File: config.mk
export PLATFORM = sky130hd
export DESIGN_NAME = csr_args
export DESIGN_NICKNAME = d
export VERILOG_FILES = /design/src/rtl/csr_args_pkg.sv /design/src/rtl/csr_args_decode.sv /design/src/rtl/csr_args.sv
export SDC_FILE = /design/constraint.sdc
export NUM_CORES = 1
export LEC_CHECK = 0
export CAP_MARGIN = 20
export CORE_ASPECT_RATIO = 0.7
export CORE_UTILIZATION = 39
export DETAILED_ROUTE_END_ITERATION = 16
export GPL_TIMING_DRIVEN = 0
export PLACE_DENSITY = 0.65
export SYNTH_ARGS = -nofsm -noshare
export SYNTH_HDL_FRONTEND = slang
export SYNTH_SLANG_ARGS = --single-unit
File: constraint.sdc
create_clock -name clock -period 1.95 [get_ports clock]
set_input_delay 0.2925 -clock clock [delete_from_list [all_inputs] [get_ports clock]]
set_output_delay 0.2925 -clock clock [all_outputs]
set_load 0.01 [all_outputs]
File: src/rtl/csr_args_pkg.sv
// rtl/csr_args_pkg.sv - shared types and address map for the csr_args host register file
package csr_args_pkg;

    typedef enum logic {
        IDLE = 1'b0,
        READ = 1'b1
    } state_t;

    localparam int unsigned CTRL_ADDR   = 32'h00;
    localparam int unsigned CYCLES_ADDR = 32'h04;
    localparam int unsigned ARG_BASE    = 32'h08;

    localparam int CTRL_LAUNCH   = 0;
    localparam int CTRL_FINISH   = 1;
    localparam int CTRL_BUSY     = 2;
    localparam int CTRL_IRQ_EN   = 3;
    localparam int CTRL_IRQ_PEND = 4;

endpackage

File: src/rtl/csr_args_decode.sv
// rtl/csr_args_decode.sv - host byte address to register select decode (combinational)
module csr_args_decode
    import csr_args_pkg::*;
#(
    parameter int ADDR_BITS = 8,
    parameter int NUM_ARGS  = 4
) (
    input  logic [ADDR_BITS-1:0] addr,
    output logic                 is_ctrl,
    output logic                 is_cycles,
    output logic [NUM_ARGS-1:0]  arg_sel,
    output logic                 valid
);

    localparam int WORD_BITS = ADDR_BITS - 2;

    logic                 aligned;
    logic [WORD_BITS-1:0] word;

    assign aligned   = (addr[1:0] == 2'b00);
    assign word      = addr[ADDR_BITS-1:2];
    assign is_ctrl   = aligned && (word == WORD_BITS'(CTRL_ADDR / 4));
    assign is_cycles = aligned && (word == WORD_BITS'(CYCLES_ADDR / 4));

    for (genvar k = 0; k < NUM_ARGS; k++) begin : g_arg
        assign arg_sel[k] = aligned && (word == WORD_BITS'(ARG_BASE / 4 + k));
    end

    assign valid = is_ctrl | is_cycles | (|arg_sel);

endmodule

File: src/rtl/csr_args.sv
// rtl/csr_args.sv - host CSR file: control/status, run-cycle counter, argument registers; optional irq via CSR_ARGS_IRQ_EN
module csr_args
    import csr_args_pkg::*;
#(
    parameter int HOST_ADDR_BITS = 8,
    parameter int HOST_DATA_BITS = 32,
    parameter int NUM_ARGS       = 4
) (
    input  logic                               clock,
    input  logic                               reset,
    input  logic                               host_req_valid,
    input  logic                               host_req_opcode,
    input  logic [HOST_ADDR_BITS-1:0]          host_req_addr,
    input  logic [HOST_DATA_BITS-1:0]          host_req_value,
    output logic                               host_req_deq,
    output logic                               host_resp_valid,
    output logic [HOST_DATA_BITS-1:0]          host_resp_bits,
    output logic                               launch,
    input  logic                               finish,
    output logic [NUM_ARGS*HOST_DATA_BITS-1:0] args,
    output logic                               irq
);

    localparam int MAX_ARGS = 2 ** (HOST_ADDR_BITS - 2) - 2;

    if (NUM_ARGS < 1 || NUM_ARGS > MAX_ARGS) begin : g_bad_num_args
        $error("csr_args: NUM_ARGS outside 1..%0d", MAX_ARGS);
    end

    state_t                    state_q, state_d;
    logic                      launch_q, launch_d;
    logic                      finish_bit_q, finish_bit_d;
    logic [HOST_DATA_BITS-1:0] cycles_q, cycles_d;
    logic [HOST_DATA_BITS-1:0] args_q [NUM_ARGS];
    logic [HOST_DATA_BITS-1:0] args_d [NUM_ARGS];
    logic                      resp_valid_q, resp_valid_d;
    logic [HOST_DATA_BITS-1:0] resp_bits_q, resp_bits_d;
`ifdef CSR_ARGS_IRQ_EN
    logic                      irq_en_q, irq_en_d;
    logic                      irq_pend_q, irq_pend_d;
    logic                      irq_q, irq_d;
`endif

    logic                      is_ctrl, is_cycles, addr_valid;
    logic [NUM_ARGS-1:0]       arg_sel;
    logic                      accept, wr, rd, ctrl_wr, launch_req;
    logic [HOST_DATA_BITS-1:0] read_data;

    csr_args_decode #(
        .ADDR_BITS (HOST_ADDR_BITS),
        .NUM_ARGS  (NUM_ARGS)
    ) u_decode (
        .addr      (host_req_addr),
        .is_ctrl   (is_ctrl),
        .is_cycles (is_cycles),
        .arg_sel   (arg_sel),
        .valid     (addr_valid)
    );

    assign accept  = (state_q == IDLE) && host_req_valid;
    assign wr      = accept && host_req_opcode;
    assign rd      = accept && !host_req_opcode;
    assign ctrl_wr = wr && is_ctrl;
    // A finish pulse in the same cycle swallows the launch request.
    assign launch_req = ctrl_wr && host_req_value[CTRL_LAUNCH] && !launch_q && !finish;

    always_comb begin
        read_data = '0;
        if (addr_valid) begin
            if (is_ctrl) begin
                read_data[CTRL_LAUNCH] = launch_q;
                read_data[CTRL_FINISH] = finish_bit_q;
                read_data[CTRL_BUSY]   = launch_q;
`ifdef CSR_ARGS_IRQ_EN
                read_data[CTRL_IRQ_EN]   = irq_en_q;
                read_data[CTRL_IRQ_PEND] = irq_pend_q;
`else
                read_data[CTRL_IRQ_EN]   = 1'b0;
                read_data[CTRL_IRQ_PEND] = 1'b0;
`endif
            end else if (is_cycles) begin
                read_data = cycles_q;
            end
            for (int k = 0; k < NUM_ARGS; k++) begin
                if (arg_sel[k]) begin
                    read_data = read_data | args_q[k];
                end
            end
        end
    end

    always_comb begin
        state_d = state_q;
        case (state_q)
            IDLE:    if (rd) state_d = READ;
            READ:    state_d = IDLE;
            default: state_d = IDLE;
        endcase

        resp_valid_d = rd;
        resp_bits_d  = rd ? read_data : resp_bits_q;

        cycles_d = (launch_q && (cycles_q != '1)) ? cycles_q + HOST_DATA_BITS'(1) : cycles_q;
        launch_d     = launch_q;
        finish_bit_d = finish_bit_q;
        if (ctrl_wr && host_req_value[CTRL_FINISH]) begin
            finish_bit_d = 1'b0;
        end
        if (launch_req) begin
            launch_d     = 1'b1;
            finish_bit_d = 1'b0;
            cycles_d     = '0;
        end
        if (finish) begin
            launch_d     = 1'b0;
            finish_bit_d = 1'b1;
        end

        for (int k = 0; k < NUM_ARGS; k++) begin
            args_d[k] = (wr && arg_sel[k]) ? host_req_value : args_q[k];
        end

`ifdef CSR_ARGS_IRQ_EN
        irq_en_d   = ctrl_wr ? host_req_value[CTRL_IRQ_EN] : irq_en_q;
        irq_pend_d = irq_pend_q;
        if (ctrl_wr && host_req_value[CTRL_IRQ_PEND]) begin
            irq_pend_d = 1'b0;
        end
        if (finish) begin
            irq_pend_d = 1'b1;
        end
        irq_d = irq_pend_d & irq_en_d;
`endif
    end

    always_ff @(posedge clock) begin
        if (reset) begin
            state_q      <= IDLE;
            launch_q     <= 1'b0;
            finish_bit_q <= 1'b0;
            cycles_q     <= '0;
            args_q       <= '{default: '0};
            resp_valid_q <= 1'b0;
            resp_bits_q  <= '0;
`ifdef CSR_ARGS_IRQ_EN
            irq_en_q     <= 1'b0;
            irq_pend_q   <= 1'b0;
            irq_q        <= 1'b0;
`endif
        end else begin
            state_q      <= state_d;
            launch_q     <= launch_d;
            finish_bit_q <= finish_bit_d;
            cycles_q     <= cycles_d;
            args_q       <= args_d;
            resp_valid_q <= resp_valid_d;
            resp_bits_q  <= resp_bits_d;
`ifdef CSR_ARGS_IRQ_EN
            irq_en_q     <= irq_en_d;
            irq_pend_q   <= irq_pend_d;
            irq_q        <= irq_d;
`endif
        end
    end

    assign host_req_deq    = accept;
    assign host_resp_valid = resp_valid_q;
    assign host_resp_bits  = resp_bits_q;
    assign launch          = launch_q;
`ifdef CSR_ARGS_IRQ_EN
    assign irq = irq_q;
`else
    assign irq = 1'b0;
`endif

    for (genvar k = 0; k < NUM_ARGS; k++) begin : g_args_out
        assign args[k*HOST_DATA_BITS +: HOST_DATA_BITS] = args_q[k];
    end

endmodule

**Yosys cells after proc, flatten, opt, wreduce, memory -nomap -nowiden**

Cells that the tools add are included.
Widths: inputs -> output; s select.

- Add/sub/neg operators: 1
- Equality and inequality tests: 6
- Multiplexer cells: 18
- Bitwise logic cells: 7
- Reduce and logical (&&, ||, !) cells: 28

Operator list:

| operator | count |
|---|---|
| $mux 32 | 9 |
| $or 32x32->32 | 4 |
| $mux 27 | 2 |
| $add 32x1->32 const B | 1 |
| $ne 32x32->1 const B | 1 |
| $logic_and 1x1->1 | 19 |
| $eq 6x2->1 const B | 2 |
| $eq 6x3->1 const B | 2 |
| $mux 5 | 2 |
| $eq 6x1->1 const B | 1 |
| $logic_not 6->1 | 1 |
| $mux 1 | 4 |
| $reduce_or 2->1 | 2 |
| $reduce_or 4->1 | 1 |
| $logic_not 1->1 | 3 |
| $reduce_bool 3->1 | 1 |
| $logic_not 2->1 | 1 |
| $or 1x1->1 | 2 |
| $pmux 1 s2 | 1 |
| $not 1->1 | 1 |

- Register bits: 196
- Input bits: 45
- Output and inout port bits: 164
- Word-level logic and storage cells: 70

**Logic depth before layout (Yosys ltp)**

Gate-level depths: netlist (run 1).

- Word-level depth: 17
- Gate-level depth with buffers: 8
- Depth with buffers taken out: 6

**Modules after synthesis**

Synthesis (run 1) repeated with hierarchy kept, for this count alone.

- Cells, all modules: 1043
- Area, all modules: 8180.3 µm²

By module, submodules not included:

| module | times used | cells an instance | area each (µm²) | seq. area each (µm²) |
|---|---|---|---|---|
| csr_args | 1 | 1030 | 8095.3 | 3923.8 |
| csr_args_decode | 1 | 13 | 85.1 | 0.0 |

**Worst setup path before layout (run 1)**

No wires, ideal clock.

- Path type: input to register
- From: input port host_req_addr[4]
- To: register args_q, in the netlist args[10]
- Arrival: 1654 ps
- Required time: 1818 ps
- Slack: 164 ps
- Cell stages on the path: 8
- Path through: nor4b_1 > and2_1 > clkbuf_1 > buf_2 > nand2_1 > clkbuf_1 > nand2_1 > a21oi_1

- Cells in the longest elaborated chain, start to end: 3

Ends and longest elaborated chain:

| element | line | text |
|---|---|---|
| start, declared | csr_args.sv:13 | `input logic [HOST_ADDR_BITS-1:0] host_req_addr,` |
| $eq 6x2->1 | csr_args_decode.sv:26 | `assign arg_sel[k] = aligned && (word == WORD_BITS'(ARG_BASE / 4 + k));` |
| $logic_and 1x1->1 | csr_args_decode.sv:26 |  |
| $logic_and 1x1->1 | csr_args.sv:120 | `args_d[k] = (wr && arg_sel[k]) ? host_req_value : args_q[k];` |
| end signal, assigned | csr_args.sv:155 | `args_q <= args_d;` |
| end, declared | csr_args.sv:34 | `logic [HOST_DATA_BITS-1:0] args_q [NUM_ARGS];` |

No other way between the ends.
A chain may end at the register's enable or synchronous reset.

**Final worst setup path (run 1)**

- From: input port host_req_addr[2]
- To: register resp_bits_q[23], in the netlist host_resp_bits[23]

- Cells in the longest elaborated chain, start to end: 17

Ends and longest elaborated chain:

| element | line | text |
|---|---|---|
| $eq 6x1->1 | csr_args_decode.sv:23 | `assign is_cycles = aligned && (word == WORD_BITS'(CYCLES_ADDR / 4));` |
| $logic_and 1x1->1 | csr_args_decode.sv:23 |  |
| $mux 32 | csr_args.sv:81 | `end else if (is_cycles) begin` |
| $mux 27 | csr_args.sv:70 | `if (is_ctrl) begin` |
| $mux 27 | csr_args.sv:69 | `if (addr_valid) begin` |
| $or 32x32->32 | csr_args.sv:86 | `read_data = read_data \| args_q[k];` |
| $mux 32 | csr_args.sv:85 | `if (arg_sel[k]) begin` |
| $mux 32 | csr_args.sv:69 |  |
| $or 32x32->32 | csr_args.sv:86 |  |
| $mux 32 | csr_args.sv:85 |  |
| $mux 32 | csr_args.sv:69 |  |
| $or 32x32->32 | csr_args.sv:86 |  |
| $mux 32 | csr_args.sv:85 |  |
| $mux 32 | csr_args.sv:69 |  |
| $or 32x32->32 | csr_args.sv:86 |  |
| $mux 32 | csr_args.sv:85 |  |
| $mux 32 * | csr_args.sv:69 |  |
| end signal, assigned | csr_args.sv:157 | `resp_bits_q <= resp_bits_d;` |
| end, declared | csr_args.sv:37 | `logic [HOST_DATA_BITS-1:0] resp_bits_q, resp_bits_d;` |

Every way passes the cells marked *; elsewhere a longest branch is shown, timed or not. The select of a mux whose other input is x is not followed.

==> results.md, run 1 <==
* Outcome: finished clean
* Crit share post-route at approximately 97%
* Final Hold Viols at 0
* Sw frac at 24.1%
* Fin nets at 1325
* Avg WL per Cell at about 22 um
* Syn Inst Count at just over 1000
* Hold crit path type: input pin to register
* Design Power at 8.57 mW
* Crit. End Element: register
* Commonest non-fill, non-tap cell in the layout: nand2_1
* Net Switching at between 2 and 2.5 mW
* Commonest non-fill, non-tap cells in the layout: nand2_1 (287), clkdlybuf4s50_1 (202), dfxtp_1 (172), a21oi_1 (146), nor2_1 (55)
* Die Wd at approximately 180 um
* Worst endpoint required time at 2.30 ns
* Post-synth EDFFs at 0
* Gate power share at 6.7%
* Reg power frac at 47.4%
* Worst Setup Path Type: input pin to register
* Fraction of registers with async set/reset at 0%
* DRC viols at 0
* IO Count at 209
* GPL Wtd Cong at 0.932
* Crit path to: host_resp_bits[23]
* Core Area at around 21000 um2
* Vias in the first global route at 8298
* Synth area leaders: dfxtp_1 (47%), nand2_1 (13%), a21oi_1 (8.8%), a222oi_1 (2.8%), clkbuf_1 (2.7%)
* Vias at roughly 9000
* Terminus of the critical flop-to-flop path: cycles_q[15]
* CTS tree: yes
* H-tree lvl count at 4
* Leak at ~4.0 nW
* Clock Path Buffers at 2
* Final setup margin at around 0.063 ns
* Initial antenna violation count at 0
* Max-cap violations at 0
* FF-to-FF setup slack at 0.08 ns
* Crit path DAT at 2.24 ns
* Port Buffer Count at between 200 and 250
* Unique masters post-synth at 51
* CP startpoint: host_req_addr[2]
* Internal at 6.51 mW
* DIE HEIGHT at about 120 um
* Max-Slew Margin vs Limit at a little under half
* Fin crit period at roughly 1.9 ns
* Avg Inst Size Synth at about 8.1 um2
* Crit path max fanout at 10
* Area grow syn2layout at 44.8%
* Final ANT Viol Nets at 0
* Ys flop type: dfxtp_1
* R2R depth at 6
* Max Fclk at 0.530 GHz
* Clock Sinks at 196
* Detailed placer's ending HPWL at 24200 um
* Synthesis Warnings at 0
* Vias/cell at between 5 and 6
* Worst Skew at approximately 0.011 ns
* Global route overflow at 0
* Reg2reg start: cycles_q[0]
* Synth Register Bits at 196
* Layout fillers at 1863
* Crit path largest cell delay at roughly 0.52 ns
* Clk network pwr share at 45.9%
* Drt total wl at 34800 um
* Pre-CTS WS at -1.29 ns
* Root Buffer: clkbuf_16
* CTS clk-pin slew, worst paths at 0.07 ns
* Final setup vio count at 0
* Total Routing Usage GR at 30.7%
* Post-synthesis sequential area ratio at 46.9%
* Worst-skew pair later-pin latency at between 0.4 and 0.5 ns
* Slew of the pin with the lowest slew margin at 0.801 ns
* Netlist Area Pre-Place at 8360 um2
* Max Slew Vio Count at 0
* Worst path slowest cell: clkdlybuf4s50_1
* Post-synth top area share at 46.9%
* Crit-path cells: clkdlybuf4s50_1, nor4b_4, buf_4, and3_1, clkbuf_4, buf_8, a222oi_1, o21a_1, a211oi_1
* Die area at ~22000 um2
* Worst setup SP type: input pin
* Area leader, netlist: dfxtp_1
* Mapped Nets at 1077
* Rows at 44
* Final Util at 58.0%
* Diode count at 0
* Initial Utilization at 40.1%
* DRT iter0 DRCs at 1037
* First-pass GRT wire length at 50600 um
* Pin count of the biggest net entering global routing at 18
* Initial DRT Pass Iterations at 8
* VDD IR max at 0.000566 V
* Num CTS Buffers at 17
* PD cells at between 700 and 800 nW/um2
* Layout cells sized above 1 at roughly 15%
final cells by class:
class	instances	area (um2)	share of cell area [%]
Buffer	79	564	4.66
Clock buffer	19	453	3.74
Clock inverter	13	190	1.57
Inverter	3	11.3	0.0930
Multi-Input combinational cell	745	4250	35.1
Sequential cell	196	3980	32.9
Tap cell	276	345	2.85
Timing Repair Buffer	237	2310	19.1
flip-flops by register name (all words and copies together) (netlist names):
name and cells:
args 128, cycles_q 32, host_resp_bits 32, finish_bit_q 1, host_resp_valid 1, launch 1, state_q 1
through the flow:
step | cell area [um2] | hold slack [ns] | cells | setup TNS, ns
detailed placement | 10800 | 0.463 | 1514 | -161.99
finish | 12100 | 0.463 | 1568 | 0
global placement | 10800 | 0.459 | 1514 | -154.29
CTS | 11800 | 0.467 | 1554 | 0
global route | 12100 | 0.492 | 1568 | -0.0544
floorplan | 8360 | 0.372 | 1031 | 0
cell families after synthesis:
kind of cell	share of synthesized area, %
xor+xnor	0.838
other cells	0.0448
compound gates	22.2
mux	2.15
buf+inv	4.53
simple gates	23.2
fa+ha+maj	0.150
flops	46.9
cell usage after synthesis (all sizes together) (2+ instances only):
library cell	instances
clkbuf	61
o21a	20
and3	7
a41oi	4
or3	6
mux2i	18
nand2b	7
or4	9
nand2	290
buf	26
a32oi	20
nand4	12
and4	6
nor4b	3
nor2b	3
a311oi	7
a31oi	2
xnor2	7
a221oi	9
nor4	6
nand3	12
a211oi	29
and2	6
o211ai	2
a222oi	23
a21oi	147
dfxtp	196
inv	3
o31ai	8
a32o	3
o21ai	6
nor3	10
nor2	56
worst max-delay path: cells and delay by family:
| family | cells | cell delay, ns |
|---|---|---|
| AOI/OAI and AO/OA | 3 | 0.49 |
| and+or+nand+nor | 2 | 0.37 |
| buffers and inverters | 4 | 1.08 |
power by group through the flow:
stage                     Combinational [mW]  Sequential, mW  Clock, mW
final                                  0.574            4.06       3.94
after global routing                   0.599            4.06       4.07
after CTS                              0.558            4.08       3.91
after detailed placement               0.529            4.17          0
after global placement                 0.525            4.17          0
after floorplan                        0.183            4.18          0
worst min path at each step:
stage,from,end,slack [ns],depth (start not counted)
2_1_floorplan,finish,launch,0.37,1
3_5_place_dp,args[30],args[30],0.46,2
5_1_grt,args[30],args[30],0.49,2
3_3_place_gp,args[53],args[53],0.46,2
6_report,host_req_addr[6],host_resp_bits[5],0.46,5
4_1_cts,finish,launch,0.47,2
metal layers:
layer / wire [um] / GRT usage [%] / part of all wire, %
met1: 15300 / 43.9 / 44
met4: 826 / 8.77 / 2.4
met5: 0 / 0 / 0
met2: 14900 / 45.3 / 43
met3: 3740 / 7.48 / 11
what timing repair did:
| action | 4_1_cts | 5_1_grt |
|---|---|---|
| gates resized for setup | 125 | 68 |
| hold buffers | 0 | 0 |
| buffers inserted | 16 | 13 |
| cloned | 0 | 1 |
| setup endpoints to repair | 190 | 182 |
| hold endpoints to repair | 0 | 0 |
| pin swaps | 6 | 7 |
Power figures use the tool's default switching activity.
==> run 2: changes to the inputs <==
- CORE_UTILIZATION: 39 -> 49
- PLACE_DENSITY: 0.65 -> 0.91
==> run 2 against run 1 <==
- highest routed layer unchanged
- non-clock buffer count decreased by 15
- sequential power hardly changed
- the run now ends with setup timing left
- sequential cell count is the same
- cell area decreased by 2.7%
- clock power down 8.9%
==> results.md, run 2 (same netlist as run 1, synthesis figures left out) <==
* Layout fillers at 1242 (-33%)
* Commonest non-fill, non-tap cells in the layout: nand2_1 (287), clkdlybuf4s50_1 (201), dfxtp_1 (176), a21oi_1 (146), nor2_1 (55)
* CTS clk-pin slew, worst paths at 0.07 ns (about the same)
* Area grow syn2layout at 40.8%
* Outcome: complete, but fails checks
* Worst Skew at 0.00858 ns (-0.00264 ns)
* Initial DRT Pass Iterations at 7 (-1)
* Crit. End Element: register
* CTS tree: yes
* Initial Utilization at 50.7% (+11 points)
* Vias/cell at 6.46 (+11%)
* First-pass GRT wire length at 50800 um (+0.26%)
* H-tree lvl count at 4 (unchanged)
* Drt total wl at 34500 um (-0.87%)
* Detailed placer's ending HPWL at 23700 um (-1.9%)
* Max-Slew Margin vs Limit at 46.9% (+0.28 points)
* RSZ-0062 raised after global routing: true
* Num CTS Buffers at 17 (unchanged)
* Layout cells sized above 1 at 12.8% (-1.9 points)
* Crit-path cells: buf_2, and4_4, and4_2, nand2_2, or4_1, a21oi_1
* DIE HEIGHT at 111 um (-11%)
* Final setup vio count at 1 (+1)
* Layout Cells excl Fill at 1501 (-4.3%)
* Clock Sinks at 196 (unchanged)
* Top cell family by delay on the critical path: simple AND/OR/NAND/NOR gates
* Vias in the first global route at 9079 (+9.4%)
* Design Power at 8.23 mW (-3.9%)
* VDD IR max at 0.000538 V (-5.0%)
* Largest register FFs at 128 (unchanged)
* Die area at 17600 um2 (-20%)
* Slew of the pin with the lowest slew margin at 0.797 ns (-0.00424 ns)
* Hold crit path type: register to register
* Final setup margin at -0.00984 ns (-0.0732 ns)
* Max Slew Vio Count at 0 (unchanged)
* Avg WL per Cell at 23.0 um (+3.6%)
* CP bufs+invs at 1 (-3)
* Core Area at 16500 um2 (-21%)
* Total Routing Usage GR at 38.4% (+7.7 points)
* DRC viols at 0 (unchanged)
* Clock Path Buffers at 2 (unchanged)
* Reg2reg start: cycles_q[5]
* Min-delay src: args[9]
* Max-cap violations at 0 (unchanged)
* Worst setup SP type: register
* Final Hold Viols at 0 (unchanged)
* Crit path largest cell delay at 0.47 ns (-0.05 ns)
* Worst endpoint required time at 2.31 ns (about the same)
* Max Fclk at 0.510 GHz (-3.7%)
* Placed Instances at 1463 (-3.4%)
* Fin crit period at 1.96 ns (+0.0732 ns)
* Pre-CTS WS at -1.23 ns (+0.0547 ns)
* Worst Setup Path Type: register to register
* PD cells at 699 nW/um2 (-1.2%)
* Fin nets at 1310 (-1.1%)
* Crit path max fanout at 10 (unchanged)
* Storage cell area at 3970 um2 (-0.44%)
* Worst-skew pair later-pin latency at 0.44 ns (about the same)
* Die Wd at 158 um (-11%)
* Vias at 9697 (+6.2%)
* Area occupied by multi-input gates at 4230 um2 (-0.65%)
* GPL Wtd Cong at 0.961 (+3.1%)
* Port Buffer Count at 207 (unchanged)
* Setup TNS at -0.00984 ns (-0.00984 ns)
* Diode count at 0 (unchanged)
* Final Util at 71.4% (+13 points)
* CP startpoint: cycles_q[5]
* Global route overflow at 0 (unchanged)
* Leak at 3.85 nW (-3.6%)
* Worst path slowest cell: or4_1
* Crit share post-route at 101% (+3.8 points)
* Pin count of the biggest net entering global routing at 17 (-1)
* IO Count at 209 (unchanged)
* Root Buffer: clkbuf_16
* Crit path DAT at 2.32 ns (+0.08 ns)
* DRT iter0 DRCs at 1463 (+41%)
* Final ANT Viol Nets at 0 (unchanged)
* Failing checks: setup timing
* Rows at 39 (-11%)
* Commonest non-fill, non-tap cell in the layout: nand2_1
* Initial antenna violation count at 0 (unchanged)
==> run 2: cell types whose count changed in the layout (fill, tap and decap cells not counted), moves of 2 or more <==
cell / delta
dfxtp_4: -5
bufinv_16: -3
clkinv_4: +2
buf_2: +5
buf_4: -12
clkbuf_2: -4
dfxtp_1: +4
inv_6: -6
buf_6: -3
clkbuf_1: +5
==> run 2: repair_timing <==
action | CTS | global route
hold buffers | 0 | 0
resized for setup | 99 | 76
pin swaps | 7 | 10
setup buffers | 9 | 6
endpoints found under the setup margin | 188 | 181
==> run 2: final timing paths <==
path,end,slack [ns],cells past startpoint
setup reg to reg,cycles_q[15],-0.01,6
setup / recovery,cycles_q[15],-0.01,6
hold reg to reg,args[9],0.47,2
hold / removal,args[9],0.47,2
==> run 2: worst min-delay path, delay by kind of cell, from the launching register on <==
family | cells | cell delay (ns)
AO/OA/AOI/OAI | 1 | 0.05
flip-flops | 1 | 0.32
AND/OR/NAND/NOR | 1 | 0.05
==> run 2: final cells by class <==
class                           instances  area share (%)
Multi-Input combinational cell        745            35.9
Sequential cell                       196            33.7
Timing Repair Buffer                  222            18.6
Clock buffer                           25            4.46
Buffer                                 79            4.28
Tap cell                              225            2.39
Clock inverter                          6           0.574
Inverter                                3          0.0956
==> run 2: metrics by stage <==
stage	hold WS (ns)	area (um2)
2_1_floorplan	0.372	8360
3_3_place_gp	0.457	10700
3_5_place_dp	0.463	10700
4_1_cts	0.469	11600
5_1_grt	0.488	11800
6_report	0.473	11800
==> run 2: report_power, final <==
part	leakage [nW]	total, mW	switching [mW]	internal, mW
clock	0.288	3.59	1.59	2.00
combinational	1.97	0.571	0.337	0.234
sequential	1.60	4.07	0.0324	4.04
total	3.85	8.23	1.96	6.27
==> run 2: layer usage <==
metal  up-vias  global-route usage, %  wire (um)
met5         -                      0          0
met4         0                   20.1       1630
met3       154                   11.8       5290
met2       885                   56.1      14800
met1      4525                   50.8      12700
li1       4133                      -          -
